File: src/rtl/clk_div_pkg.sv
// Shared definitions for the multi-channel clock divider: channel FSM states,
// output-mode encodings and the smallest divisor a channel will accept.
package clk_div_pkg;

   typedef enum logic [1:0] {
      StOff  = 2'd0,
      StRun  = 2'd1,
      StPend = 2'd2
   } ch_state_e;

   localparam logic ModeSquare = 1'b0;
   localparam logic ModePulse  = 1'b1;

   localparam int unsigned MinDiv = 2;

endpackage

File: src/rtl/clk_div_ch.sv
// One divider channel: counter, active/pending divisor, load handshake and the
// square/pulse output generator. All outputs come straight from flops.
module clk_div_ch
   import clk_div_pkg::*;
#(
   parameter int unsigned CNT_W = 16
) (
   input  logic             clk,
   input  logic             rst_n,
   input  logic             en,
   input  logic             mode,
   input  logic [CNT_W-1:0] div_val,
   input  logic             load,
   output logic             load_ack,
   output logic             tick,
   output logic             clk_out
);

   localparam logic [CNT_W-1:0] One     = CNT_W'(1);
   localparam logic [CNT_W-1:0] MinDivW = CNT_W'(MinDiv);

   ch_state_e        st_q, st_d;
   logic [CNT_W-1:0] cnt_q, cnt_d;
   logic [CNT_W-1:0] act_q, act_d;
   logic [CNT_W-1:0] pnd_q, pnd_d;
   logic             ack_q, ack_d;
   logic             tick_q, tick_d;
   logic             clk_out_q, clk_out_d;

   logic [CNT_W-1:0] div_clamped;
   logic             running;
   logic             wrap;

   assign div_clamped = (div_val < MinDivW) ? MinDivW : div_val;
   assign running     = (st_q != StOff);
   assign wrap        = running && (cnt_q == act_q - One);

   always_comb begin
      st_d      = st_q;
      cnt_d     = cnt_q;
      act_d     = act_q;
      pnd_d     = pnd_q;
      ack_d     = 1'b0;
      clk_out_d = 1'b0;

      if (!running) begin
         // While idle a load bypasses the pending slot and lands in ACT at once.
         cnt_d = '0;
         if (load) begin
            act_d = div_clamped;
            ack_d = 1'b1;
         end
         if (en) begin
            st_d = StRun;
         end
      end else if (!en) begin
         st_d  = StOff;
         cnt_d = '0;
         pnd_d = MinDivW;
      end else begin
         cnt_d     = wrap ? '0 : cnt_q + One;
         clk_out_d = (mode == ModePulse) ? wrap : (cnt_q < (act_q >> 1));
         unique case (st_q)
            StRun: begin
               if (load) begin
                  pnd_d = div_clamped;
                  st_d  = StPend;
               end
            end
            StPend: begin
               // The old pending value is consumed at wrap even if a new load arrives.
               if (wrap) begin
                  act_d = pnd_q;
                  ack_d = 1'b1;
                  if (!load) begin
                     st_d = StRun;
                  end
               end
               if (load) begin
                  pnd_d = div_clamped;
               end
            end
            default: ;
         endcase
      end

      // TICK is registered by predicting the wrap of the coming cycle.
      tick_d = (st_d != StOff) && (cnt_d == act_d - One);
   end

   always_ff @(posedge clk or negedge rst_n) begin
      if (!rst_n) begin
         st_q      <= StOff;
         cnt_q     <= '0;
         act_q     <= MinDivW;
         pnd_q     <= MinDivW;
         ack_q     <= 1'b0;
         tick_q    <= 1'b0;
         clk_out_q <= 1'b0;
      end else begin
         st_q      <= st_d;
         cnt_q     <= cnt_d;
         act_q     <= act_d;
         pnd_q     <= pnd_d;
         ack_q     <= ack_d;
         tick_q    <= tick_d;
         clk_out_q <= clk_out_d;
      end
   end

   assign load_ack = ack_q;
   assign tick     = tick_q;
   assign clk_out  = clk_out_q;

endmodule

File: src/rtl/clk_div_gen.sv
// Multi-channel clock divider top: reset synchroniser plus one clk_div_ch per
// channel, each fed its own slice of the packed input buses.
module clk_div_gen #(
   parameter int unsigned NUM_CH = 4,
   parameter int unsigned CNT_W  = 16
) (
   input  logic                    CLK_IN,
   input  logic                    RST_N,
   input  logic [NUM_CH-1:0]       EN,
   input  logic [NUM_CH-1:0]       MODE,
   input  logic [NUM_CH*CNT_W-1:0] DIV_VAL,
   input  logic [NUM_CH-1:0]       LOAD,
   output logic [NUM_CH-1:0]       LOAD_ACK,
   output logic [NUM_CH-1:0]       TICK,
   output logic [NUM_CH-1:0]       CLK_OUT
);

   logic [1:0] rst_sync_q;
   logic       rst_n_sync;

   // Assert asynchronously, release two clock edges after RST_N rises.
   always_ff @(posedge CLK_IN or negedge RST_N) begin
      if (!RST_N) begin
         rst_sync_q <= 2'b00;
      end else begin
         rst_sync_q <= {rst_sync_q[0], 1'b1};
      end
   end

   assign rst_n_sync = rst_sync_q[1];

   for (genvar i = 0; i < NUM_CH; i++) begin : gen_ch
      clk_div_ch #(
         .CNT_W (CNT_W)
      ) u_ch (
         .clk      (CLK_IN),
         .rst_n    (rst_n_sync),
         .en       (EN[i]),
         .mode     (MODE[i]),
         .div_val  (DIV_VAL[i*CNT_W +: CNT_W]),
         .load     (LOAD[i]),
         .load_ack (LOAD_ACK[i]),
         .tick     (TICK[i]),
         .clk_out  (CLK_OUT[i])
      );
   end

endmodule

File: config.mk
export PLATFORM = sky130hd
export DESIGN_NAME = clk_div_gen
export DESIGN_NICKNAME = d
export VERILOG_FILES = /design/src/rtl/clk_div_pkg.sv /design/src/rtl/clk_div_ch.sv /design/src/rtl/clk_div_gen.sv
export SDC_FILE = /design/constraint.sdc
export NUM_CORES = 1
export LEC_CHECK = 0
export BUFFER_PORTS_ARGS = -buffer_cell sky130_fd_sc_hd__buf_2
export CORE_UTILIZATION = 30
export DETAILED_ROUTE_END_ITERATION = 8
export GPL_ROUTABILITY_DRIVEN = 0
export SLEW_MARGIN = 20
export SYNTH_ARGS = -nofsm -noshare
export SYNTH_HDL_FRONTEND = slang
export SYNTH_SLANG_ARGS = --single-unit
File: constraint.sdc
create_clock -name CLK_IN -period 11 [get_ports CLK_IN]
set_clock_uncertainty 0.15 [all_clocks]
set_input_delay 1.1 -clock CLK_IN [delete_from_list [all_inputs] [get_ports CLK_IN]]
set_output_delay 1.1 -clock CLK_IN [all_outputs]
set_load 0.02 [all_outputs]
==> out/metrics.yaml <==
power:
  p_total_mw: 4.19
  clock_power_share_pct: 22.7
  powerDensity_nw_per_um2: 237
  p_leak_nw: 7.76
  internal_power_mw: 2.35
  p_seq_share_pct: 31.4
  peakVddDrop_uv: 140
  power_frac_comb_pct: 45.9
  p_sw_share_pct: 44.0
  power.switching_mw: 1.84
route:
  ant_nets: 0
  viasPerCell: 5.49
  drtIter0Drc: 1107
  routed_wirelength_mm: 44.7
  vias: 14000
  firstDrtPassIters: 6
  drc_errors: 0
  wl_per_cell_um: 17.5
cts:
  clkSinkCount: 214
  cts_resized: 0
  htreeDepth: 1
  clock_path_buffers: 3
  clk_latency_ns: 0.56
  cts_root_buf: "clkbuf_16"
  cts_tree: "yes"
  numCtsBuffers: 28
  cts_hold_buf: 0
  postCtsSetupBuffers: 0
  clkTransAtPathRegs_ns: 0.06
sta:
  setup_viol: 0
  period_share_pct: 55.9
  hold_viol: 0
  fmax_ghz: 0.163
  relSlewSlack_pct: 32.3
  tns_ns: 0
  fin_crit_ns: 6.15
  worstMarginPinSlew_ns: 1.02
  slew_violations: 0
  grt_setup_unrepaired: "false"
synthesis:
  synth_area_um2: 15700
  async_flop_share_pct: 100
  synth_cell_type_count: 87
  synth_nets: 1949
  ys_seq_area_share_pct: 34.1
  syn_avg_cell_area_um2: 8.78
  ys.flop_type: "dfrtp_1"
  synth-edff-count: 0
  ys_seq_elements: 214
  ys_warn_count: 0
  syn_inst: 1791
floorplan:
  die-area_um2: 53300
  core.rowCount: 83
  initial_core_util_pct: 30.5
  die_x_um: 231
  core_area_um2: 51500
  die_y_um: 231
  io_pins: 90
job:
  maxCapViolations: 0
worst_setup_path:
  cp_cell_sequence: "or3_1 > nor4_1 > nand2_1 > or4_1 > a21boi_2 > and4_1 > nor2_1 > a221oi_1 > ha_1 > xor2_1 > xnor2_1 > o2111ai_1 > nor4_1 > o21ai_0 > or4_1 > a2111oi_2"
  worstPathArrival_ns: 6.45
  start_kind: "flip-flop"
  end_kind: "flip-flop"
  critPathMaxFanout: 13
  critPathMaxStageDelay_ns: 0.69
  cp_slowest_cell: "nor4_1"
  crit_required_ns: 11.30
  path_class: "reg2reg"
global_routing:
  grt_pass1_vias: 13700
  antenna_found_initial: 1
  grt_overflow: 0
  grt_usage_pct: 16.6
  grt_max_degree: 165
  grt_pass1_wl_mm: 72.8
placement:
  place_inst: 2495
  portBuffers: 89
  place_area_um2: 16700
  hpwl_mm: 33.5
final_layout:
  fin_util_pct: 34.4
  drive_above_1_share_pct: 10.6
  diodes: 0
  fin_nets: 2003
  fill_cells: 5335
  syn2layout_area_growth_pct: 12.5
  final_area_um2: 17700
  post_layout_nonfiller_instances: 2547
status:
  status: "finished clean"
min_path:
  min_path_type: "in2async"
power groups by stage:
stage | combinational [mW] | clock, mW | sequential (mW)
final | 1.92 | 0.949 | 1.32
after global routing | 2.13 | 1.00 | 1.35
after CTS | 1.91 | 0.976 | 1.31
after detailed placement | 1.89 | 0 | 1.32
after global placement | 1.85 | 0 | 1.31
after floorplan | 1.52 | 0 | 1.20
critical path: cells and delay by family, from the launching register on:
family / cells / cell delay (ns)
xor gates and xnor gates: 2 / 0.33
adders and majority gates: 1 / 0.44
DFF: 1 / 0.43
AOI/OAI and AO/OA: 5 / 1.47
and+or+nand+nor: 8 / 3.21
through the flow:
step / setup WS, ns / hold WS [ns]
finish: 4.85 / 0.168
global route: 4.24 / 0.144
CTS: 4.87 / 0.135
detailed placement: 4.88 / 0.190
global placement: 5.09 / 0.187
floorplan: 4.46 / 0.181
metal layers:
metal	up-vias	track usage (%)	part of all wire, %
li1	6588	-	-
met1	6855	22.5	46
met2	450	27.1	46
met3	91	1.98	4.7
met4	0	5.61	3.1
met5	-	0	0
sequential cells by signal, indices dropped and copies added, names as in the netlist:
signal	cells
gen_ch.u_ch.act_q	64
gen_ch.u_ch.cnt_q	64
gen_ch.u_ch.pnd_q	64
gen_ch.u_ch.st_q	8
gen_ch.u_ch.clk_out	4
gen_ch.u_ch.load_ack	4
gen_ch.u_ch.tick	4
rst_sync_q	2
cells in the mapped netlist (9+ instances only):
library cell,count,area (um^2)
dfrtp_1,206,5150
nor2_1,158,593
inv_1,135,507
nand2_1,124,465
xnor2_1,120,1050
ha_1,80,1000
xor2_1,80,701
a22o_1,65,569
a21oi_1,62,310
nand3_1,60,300
o21ai_0,57,285
nor3_1,54,270
clkbuf_1,49,184
nor4_1,42,263
and3_1,39,244
a21o_1,33,248
nand2b_1,28,175
nand4_1,28,175
nor2b_1,25,156
mux2i_1,24,240
or4_1,17,128
o211ai_1,15,113
a211oi_1,14,105
a31oi_1,14,87.6
a221oi_1,13,114
nand3b_1,13,97.6
o22ai_1,13,81.3
or3_1,13,81.3
buf_4,12,90.1
o31ai_1,11,82.6
a22oi_1,9,67.6
cells in the final DEF, fill, tap and decap left out, types with 62 or more instances in the layout:
cell,count
xnor2_1,120
nor2_1,155
inv_1,135
buf_2,89
a21oi_1,62
a22o_1,65
ha_1,80
xor2_1,80
dfrtp_1,205
nand2_1,124
layout make-up:
class	count	area [um^2]	area share (%)
Multi-Input combinational cell	1369	9520	53.8
Sequential cell	214	5370	30.3
Tap cell	680	851	4.81
Clock buffer	41	791	4.47
Inverter	138	518	2.93
Timing Repair Buffer	94	495	2.80
Clock inverter	11	149	0.841
kinds of logic after synthesis:
kind of cell,Yosys count,share of synthesized area [%]
multiplexers,32,2.10
XOR/XNOR,200,11.1
AND/OR/NAND/NOR,661,22.3
AO/OA/AOI/OAI,395,18.6
flip-flops,214,34.1
adder cells (fa/ha/maj),80,6.37
other,1,0.0238
buffers and inverters,208,5.36
path summary, 6_finish.rpt:
check | cells after the start | to | slack (ns) | start
max in group asynchronous | 1 | gen_ch[1].u_ch.act_q[11] | 9.00 | rst_sync_q[1]
min in group CLK_IN | 0 | rst_sync_q[1] | 0.20 | rst_sync_q[0]
worst min register to register | 0 | rst_sync_q[1] | 0.20 | rst_sync_q[0]
worst max register to register | 16 | gen_ch[3].u_ch.tick | 4.85 | gen_ch[3].u_ch.act_q[0]
worst min-delay path | 1 | rst_sync_q[1] | 0.17 | RST_N
worst max-delay path | 16 | gen_ch[3].u_ch.tick | 4.85 | gen_ch[3].u_ch.act_q[0]
(Power assumes the default switching activity.)
